`src/rtl/ps2_pkg.sv`:
```
// ps2_pkg: shared definitions for the PS/2 scancode sequencer.
//   - ps2_state_t : prefix-decoding FSM states
//   - BYTE_*      : PS/2 set-2 prefix, control and response bytes
//   - helpers     : classification of fake-shift and discarded bytes
package ps2_pkg;

  typedef enum logic [2:0] {
    ST_IDLE   = 3'd0,
    ST_E0     = 3'd1,
    ST_F0     = 3'd2,
    ST_E0F0   = 3'd3,
    ST_E1SKIP = 3'd4
  } ps2_state_t;

  localparam logic [7:0] BYTE_E0   = 8'hE0;  // extended-key prefix
  localparam logic [7:0] BYTE_E1   = 8'hE1;  // Pause sequence prefix
  localparam logic [7:0] BYTE_F0   = 8'hF0;  // break prefix
  localparam logic [7:0] BYTE_AA   = 8'hAA;  // self-test passed
  localparam logic [7:0] BYTE_FA   = 8'hFA;  // ack
  localparam logic [7:0] BYTE_EE   = 8'hEE;  // echo
  localparam logic [7:0] BYTE_FE   = 8'hFE;  // resend request
  localparam logic [7:0] BYTE_00   = 8'h00;  // buffer overrun
  localparam logic [7:0] BYTE_FF   = 8'hFF;  // key detection error
  localparam logic [7:0] FAKE_LSHIFT = 8'h12;
  localparam logic [7:0] FAKE_RSHIFT = 8'h59;

  // Bytes that follow E1 before the Pause sequence is complete.
  localparam logic [2:0] E1_SKIP_BYTES = 3'd7;

  // E0 12 / E0 59 are synthetic shift codes emitted around extended keys.
  function automatic logic is_fake_shift(input logic [7:0] b);
    return (b == FAKE_LSHIFT) || (b == FAKE_RSHIFT);
  endfunction

  // Keyboard responses and error codes that never become key events.
  function automatic logic is_discard(input logic [7:0] b);
    return (b == BYTE_FA) || (b == BYTE_EE) || (b == BYTE_FE) ||
           (b == BYTE_00) || (b == BYTE_FF);
  endfunction

endpackage

```
`src/rtl/ps2_watchdog.sv`:
```
// ps2_watchdog: abandons a stalled prefix sequence.
//   clock, resetn : system clock, async active-low reset
//   clear         : zero the counter (new byte, or FSM idle)
//   run           : FSM is mid-sequence, count this cycle
//   expired       : this is the TIMEOUT_CYCLES-th quiet cycle in a sequence
module ps2_watchdog #(
  parameter int TIMEOUT_CYCLES = 20000
) (
  input  logic clock,
  input  logic resetn,
  input  logic clear,
  input  logic run,
  output logic expired
);

  localparam int CW = $clog2(TIMEOUT_CYCLES + 1);
  localparam logic [CW-1:0] CNT_MAX   = CW'(TIMEOUT_CYCLES);
  localparam logic [CW-1:0] LAST_IDLE = CW'(TIMEOUT_CYCLES - 1);

  logic [CW-1:0] r_count;

  always_ff @(posedge clock or negedge resetn) begin
    if (!resetn) begin
      r_count <= '0;
    end else if (clear) begin
      r_count <= '0;
    end else if (run && (r_count != CNT_MAX)) begin
      r_count <= r_count + 1'b1;
    end
  end

  // r_count holds the number of quiet cycles already completed, so the
  // cycle in which it equals TIMEOUT_CYCLES-1 is the final allowed one.
  assign expired = run && (r_count >= LAST_IDLE);

endmodule

```
`src/rtl/ps2_scan_sequencer.sv`:
```
// ps2_scan_sequencer: turns a stream of PS/2 set-2 bytes into key events
// for a keyboard matrix.
//   clock, resetn      : system clock, async active-low reset
//   rx_strb/rx_data    : one-cycle strobe with a received byte
//   rx_error           : one-cycle parity/framing error on the current frame
//   strb/make/code/ext : registered key event (make: 0 pressed, 1 released)
//   pause              : Pause key sequence complete
//   bat                : keyboard self-test byte seen
// Valid/ready: there is no back-pressure; every rx_strb cycle carries one
// byte that is consumed in that cycle, and every output is a single pulse
// (make/code/ext hold their value until the next event).
module ps2_scan_sequencer
  import ps2_pkg::*;
#(
  parameter int TIMEOUT_CYCLES = 20000,
  parameter int FILTER_REPEAT  = 1
) (
  input  logic       clock,
  input  logic       resetn,
  input  logic       rx_strb,
  input  logic [7:0] rx_data,
  input  logic       rx_error,
  output logic       strb,
  output logic       make,
  output logic [7:0] code,
  output logic       ext,
  output logic       pause,
  output logic       bat
);

  localparam bit FILTER_ON = (FILTER_REPEAT != 0);

  ps2_state_t  r_state;
  logic [2:0]  r_skip;
  logic        r_last_valid;
  logic [8:0]  r_last_key;    // {ext, code} of the last make still held down
  logic        r_strb, r_make, r_ext, r_pause, r_bat;
  logic [7:0]  r_code;

  ps2_state_t  w_next_state;
  logic [2:0]  w_next_skip;
  logic        w_evt, w_evt_break, w_evt_ext, w_pause, w_bat;
  logic [8:0]  w_key;
  logic        w_repeat, w_emit, w_expired;

  ps2_watchdog #(.TIMEOUT_CYCLES(TIMEOUT_CYCLES)) u_watchdog (
    .clock   (clock),
    .resetn  (resetn),
    .clear   ((r_state == ST_IDLE) || rx_strb),
    .run     (r_state != ST_IDLE),
    .expired (w_expired)
  );

  // Byte decode for the current state; rx_strb takes precedence over a
  // watchdog expiry in the same cycle.
  always_comb begin
    w_next_state = r_state;
    w_next_skip  = r_skip;
    w_evt        = 1'b0;
    w_evt_break  = 1'b0;
    w_evt_ext    = 1'b0;
    w_pause      = 1'b0;
    w_bat        = 1'b0;
    if (rx_strb) begin
      case (r_state)
        ST_IDLE: begin
          if (rx_data == BYTE_E0) begin
            w_next_state = ST_E0;
          end else if (rx_data == BYTE_F0) begin
            w_next_state = ST_F0;
          end else if (rx_data == BYTE_E1) begin
            w_next_state = ST_E1SKIP;
            w_next_skip  = E1_SKIP_BYTES;
          end else if (rx_data == BYTE_AA) begin
            w_bat = 1'b1;
          end else if (!is_discard(rx_data)) begin
            w_evt = 1'b1;
          end
        end
        ST_E0: begin
          w_next_state = ST_IDLE;
          if (rx_data == BYTE_F0) begin
            w_next_state = ST_E0F0;
          end else if (!is_fake_shift(rx_data)) begin
            w_evt     = 1'b1;
            w_evt_ext = 1'b1;
          end
        end
        ST_F0: begin
          w_next_state = ST_IDLE;
          w_evt        = 1'b1;
          w_evt_break  = 1'b1;
        end
        ST_E0F0: begin
          w_next_state = ST_IDLE;
          if (!is_fake_shift(rx_data)) begin
            w_evt       = 1'b1;
            w_evt_break = 1'b1;
            w_evt_ext   = 1'b1;
          end
        end
        ST_E1SKIP: begin
          w_next_skip = r_skip - 1'b1;
          if (r_skip == 3'd1) begin
            w_pause      = 1'b1;
            w_next_state = ST_IDLE;
          end
        end
        default: begin
          w_next_state = ST_IDLE;
          w_next_skip  = '0;
        end
      endcase
    end else if (w_expired) begin
      w_next_state = ST_IDLE;
      w_next_skip  = '0;
    end
  end

  // Typematic filter: a make identical to the key still held is a repeat.
  assign w_key    = {w_evt_ext, rx_data};
  assign w_repeat = r_last_valid && (r_last_key == w_key);
  assign w_emit   = w_evt && (w_evt_break || !(FILTER_ON && w_repeat));

  always_ff @(posedge clock or negedge resetn) begin
    if (!resetn) begin
      r_state      <= ST_IDLE;
      r_skip       <= '0;
      r_last_valid <= 1'b0;
      r_last_key   <= '0;
      r_strb       <= 1'b0;
      r_make       <= 1'b1;
      r_code       <= '0;
      r_ext        <= 1'b0;
      r_pause      <= 1'b0;
      r_bat        <= 1'b0;
    end else begin
      r_strb  <= 1'b0;
      r_pause <= 1'b0;
      r_bat   <= 1'b0;
      if (rx_error) begin
        // Corrupt frame: drop the byte and any sequence it belonged to.
        r_state      <= ST_IDLE;
        r_skip       <= '0;
        r_last_valid <= 1'b0;
      end else begin
        r_state <= w_next_state;
        r_skip  <= w_next_skip;
        r_pause <= w_pause;
        r_bat   <= w_bat;
        if (w_emit) begin
          r_strb <= 1'b1;
          r_make <= w_evt_break;
          r_code <= rx_data;
          r_ext  <= w_evt_ext;
        end
        if (w_evt && !w_evt_break) begin
          r_last_key   <= w_key;
          r_last_valid <= 1'b1;
        end else if (w_evt && w_evt_break && w_repeat) begin
          r_last_valid <= 1'b0;
        end
      end
    end
  end

  assign strb  = r_strb;
  assign make  = r_make;
  assign code  = r_code;
  assign ext   = r_ext;
  assign pause = r_pause;
  assign bat   = r_bat;

endmodule

```
`config.mk`:
```
export PLATFORM = sky130hd
export DESIGN_NAME = ps2_scan_sequencer
export DESIGN_NICKNAME = d
export VERILOG_FILES = /design/src/rtl/ps2_pkg.sv /design/src/rtl/ps2_watchdog.sv /design/src/rtl/ps2_scan_sequencer.sv
export SDC_FILE = /design/constraint.sdc
export NUM_CORES = 1
export LEC_CHECK = 0
export CORE_MARGIN = 2
export CORE_UTILIZATION = 45
export DETAILED_ROUTE_END_ITERATION = 8
export DONT_BUFFER_PORTS = 1
export MAX_ROUTING_LAYER = met4
export PLACE_DENSITY = 0.72
export SLEW_MARGIN = 25
export SYNTH_ARGS = -nofsm -noshare
export SYNTH_HDL_FRONTEND = slang
export SYNTH_SLANG_ARGS = --single-unit
```
`constraint.sdc`:
```
create_clock -name clock -period 1.98 [get_ports clock]
set_input_delay 0.297 -clock clock [delete_from_list [all_inputs] [get_ports clock]]
set_output_delay 0.297 -clock clock [all_outputs]
set_load 0.01 [all_outputs]
```
==> flow_summary.ini <==
[outcome]
status = finished, violations left
violations = setup timing

[sta]
setup-tns-final_ps = -131
setup_ws_ps = -23.1
fmax_ghz = 0.499
clock_skew_ps = 7.01
fin_crit_sh_pct = 101
slew_headroom_pct = 71.1
tightest_slew_ps = 427
setup_viol = 9
slew_viol_final = 0
hold_viol_final = 0
final.min_clock_period_ps = 2000
rsz0062_at_grt = true

[power]
leakage_uw = 0.00130
seq_power_share_pct = 52.3
pwr_density_cell_mw_per_mm2 = 659
combPwrFrac_pct = 12.3
internal-power_uw = 1480
pwr-share-clk_pct = 35.4
ir_drop_mv = 0.369
swShare_pct = 24.5
power.total_uw = 1960
p_sw_uw = 480

[floorplanning]
rows = 26
die_y_microns = 77.9
die_area_sq_mm = 0.00607
coreArea_sq_mm = 0.00517
start_util_pct = 47.5
die_w_microns = 77.9
ios = 25

[setup_path]
rrSetupSlack_ps = 0
arrival_ps = 2190
path_class = in2reg
cp-end-kind = register
r2r_end = r_skip[1]$_DFFE_PN0P_
start_kind = input pin
worstSetupStartpoint = rx_data[6]
critical_path.max_fanout = 10
worstReg2RegStart = u_watchdog.r_count[8]$_DFFE_PN0P_
cp-endpoint = code[2]$_DFFE_PN0P_
r2r_cells = 6
worstPathRequired_ps = 2170

[synthesis]
postSynthNetCount = 254
syn_area_sq_mm = 0.00246
synth_compound_area_share_pct = 11.0
synth_ff_type = dfrtp_1
synthXorXnorAreaFrac_pct = 8.20
synth_top_family_by_area = simple AND/OR/NAND/NOR gates
async_flop_share_pct = 100
synthAdderAreaFrac_pct = 2.04
yosysWarnings = 0
syn_inst = 238
synth_seq_cells = 44
synth-seq-area-share_pct = 44.9
synth_edf_count = 0
synthSimpleGateAreaFrac_pct = 20.4
syn_area_per_cell_sq_um = 10.3
ys_types = 53
synth_mux_area_share_pct = 10.4

[grt]
grt_overflow = 0
grt_antenna_before_repair = 0
grt_pass1_vias = 1794
grt_util_all_layers_pct = 18.7
grt_max_degree = 45
grt_first_pass_wirelength_microns = 8740

[clock_network]
clkSlewWorstSetupHoldPaths_ps = 90
clock-root-buffer = clkbuf_8
numCtsBuffers = 5
h-tree-depth = 2
cts_tree = built
worstSkewPairLatency_ps = 300
numClockSinks = 44
clk_path_buf_depth = 2

[flow_run]
cap_viol_max_count = 0

[detailed_routing]
routed_wl_microns = 5210
drtAntennaViolNets = 0
drtIter0Drc = 93
wl_per_cell_microns = 15.5
drt_pass1_iterations = 4
drc = 0
via_per_inst = 5.53
dr_total_vias = 1854

[layout]
n_antenna_cell = 0
drive_above_1_share_pct = 29.8
final_nets = 280
fillers = 440
area_growth_syn_to_layout_pct = 21.0

[place]
dp_hpwl_microns = 3650
port-buffer-count = 0
routabilityCongestion = 0.873

[hold_path]
hold_class = in2reg
[placed cells by master (no fill, tap or decap), types with 2 or more instances in the layout]
cell type	n
or3_4	2
dfrtp_1	43
buf_4	27
nor2_1	22
xnor2_1	6
nand2b_1	4
a21o_1	2
and2_1	2
and3_1	4
nor2b_1	4
ha_1	3
inv_1	8
a21oi_1	4
mux2_2	3
xor2_1	17
a211o_1	2
o211ai_1	3
nand4_1	6
o21ai_1	7
nor3_1	3
clkbuf_8	5
a31oi_1	3
mux2_4	15
nor4_1	4
nand3_1	12
nand2_1	13
o21ai_0	2
or2_2	2
[worst min-delay path by stage]
stage | from | end | cells after the start
4_1_cts | rx_data[3] | code[3]$_DFFE_PN0P_ | 1
3_3_place_gp | resetn | r_last_key[3]$_DFFE_PN0P_ | 0
5_1_grt | rx_data[3] | code[3]$_DFFE_PN0P_ | 1
3_5_place_dp | resetn | r_last_key[1]$_DFFE_PN0P_ | 0
6_report | rx_data[0] | code[0]$_DFFE_PN0P_ | 1
2_1_floorplan | resetn | bat$_DFF_PN0_ | 0
[critical path, stage by stage]
cell and delay (ps):
nor4b_1 420, buf_4 200, o211ai_1 150, a31oi_2 330, mux2i_4 120, o211ai_4 210
buf_12 160, mux2_4 300
[layer usage]
metal | vias up | share of wire (%) | track usage, % | wire [microns]
met2 | 37 | 47 | 27.1 | 2450
li1 | 904 | - | - | -
met3 | 8 | 3.8 | 4.07 | 197
met4 | 0 | 1.4 | 5.61 | 75
met5 | - | 0 | - | 0
met1 | 905 | 48 | 26.5 | 2480
[area by class of cell]
class	count	area (sq um)	area share (%)
clock buffer	5	68.8	2.31
clock inverter	3	42.5	1.43
inverter	9	33.8	1.14
multi-input combinational	174	1380	46.4
sequential	44	1100	37.1
tap	70	87.6	2.94
timing repair buffer	30	260	8.75
[flip-flops by register name, summed over array words and instances, names as in the netlist]
register,flops
r_last_valid,1
ext,1
bat,1
u_watchdog.r_count,15
pause,1
r_skip,3
r_state,3
code,8
make,1
strb,1
r_last_key,9
[power groups by stage]
| stage | clock, uW | sequential (uW) | combinational [uW] |
|---|---|---|---|
| 3_3_place_gp | 0 | 1040 | 206 |
| 6_report | 694 | 1020 | 241 |
| 5_1_grt | 736 | 1030 | 265 |
| 4_1_cts | 712 | 1020 | 239 |
| 2_1_floorplan | 0 | 1020 | 192 |
| 3_5_place_dp | 0 | 1040 | 212 |
[cell usage after synthesis (all sizes together) (2+ instances only)]
| library cell | instances | share of area, % |
|---|---|---|
| clkbuf | 9 | 1.4 |
| xnor2 | 6 | 2.1 |
| nand2 | 14 | 2.1 |
| nor3 | 4 | 0.81 |
| ha | 4 | 2.0 |
| xor2 | 17 | 6.1 |
| a211o | 2 | 0.71 |
| o31ai | 2 | 0.61 |
| inv | 9 | 1.4 |
| nand3 | 12 | 2.4 |
| a31oi | 4 | 1.0 |
| nor4b | 2 | 0.71 |
| dfrtp | 43 | 44 |
| buf | 2 | 0.36 |
| a21oi | 5 | 1.0 |
| a21o | 2 | 0.61 |
| and3 | 4 | 1.0 |
| nand4 | 6 | 1.5 |
| o211ai | 5 | 2.3 |
| and2 | 2 | 0.51 |
| or2 | 2 | 0.51 |
| nand2b | 4 | 1.0 |
| o21ai | 9 | 1.8 |
| nor2 | 22 | 3.4 |
| mux2 | 18 | 9.5 |
| nor2b | 5 | 1.3 |
| nor4 | 5 | 1.3 |
| or3 | 3 | 1.2 |
[repair_timing]
action | CTS | global route
endpoints found under the setup margin | 11 | 22
hold buffers | 2 | 0
resized for setup | 3 | 6
pin swaps | 4 | 5
buffers inserted | 0 | 2
hold endpoints to repair | 44 | 0
[cells by family (layout without fill, tap and decap cells)]
logic type | count (synthesis) | after routing
simple gates | 91 | 91
flops | 44 | 44
compound gates | 37 | 37
xor+xnor | 23 | 23
buf+inv | 20 | 47
mux | 19 | 19
fa+ha+maj | 4 | 4
[through the flow]
step / setup slack [ps] / instances / hold WS [ps] / utilization [%] / cell area [sq um]
6_report: -23.1 / 335 / 140 / 57.5 / 2970
5_1_grt: -86.6 / 335 / 128 / 57.5 / 2970
4_1_cts: -7.11 / 333 / 130 / 56.9 / 2940
3_5_place_dp: -326 / 323 / 2.92 / 53.7 / 2780
3_3_place_gp: -295 / 323 / 2.90 / 53.7 / 2780
2_1_floorplan: -445 / 238 / 1.41 / - / 2540
Note: power is estimated with default switching activity, not from simulation.
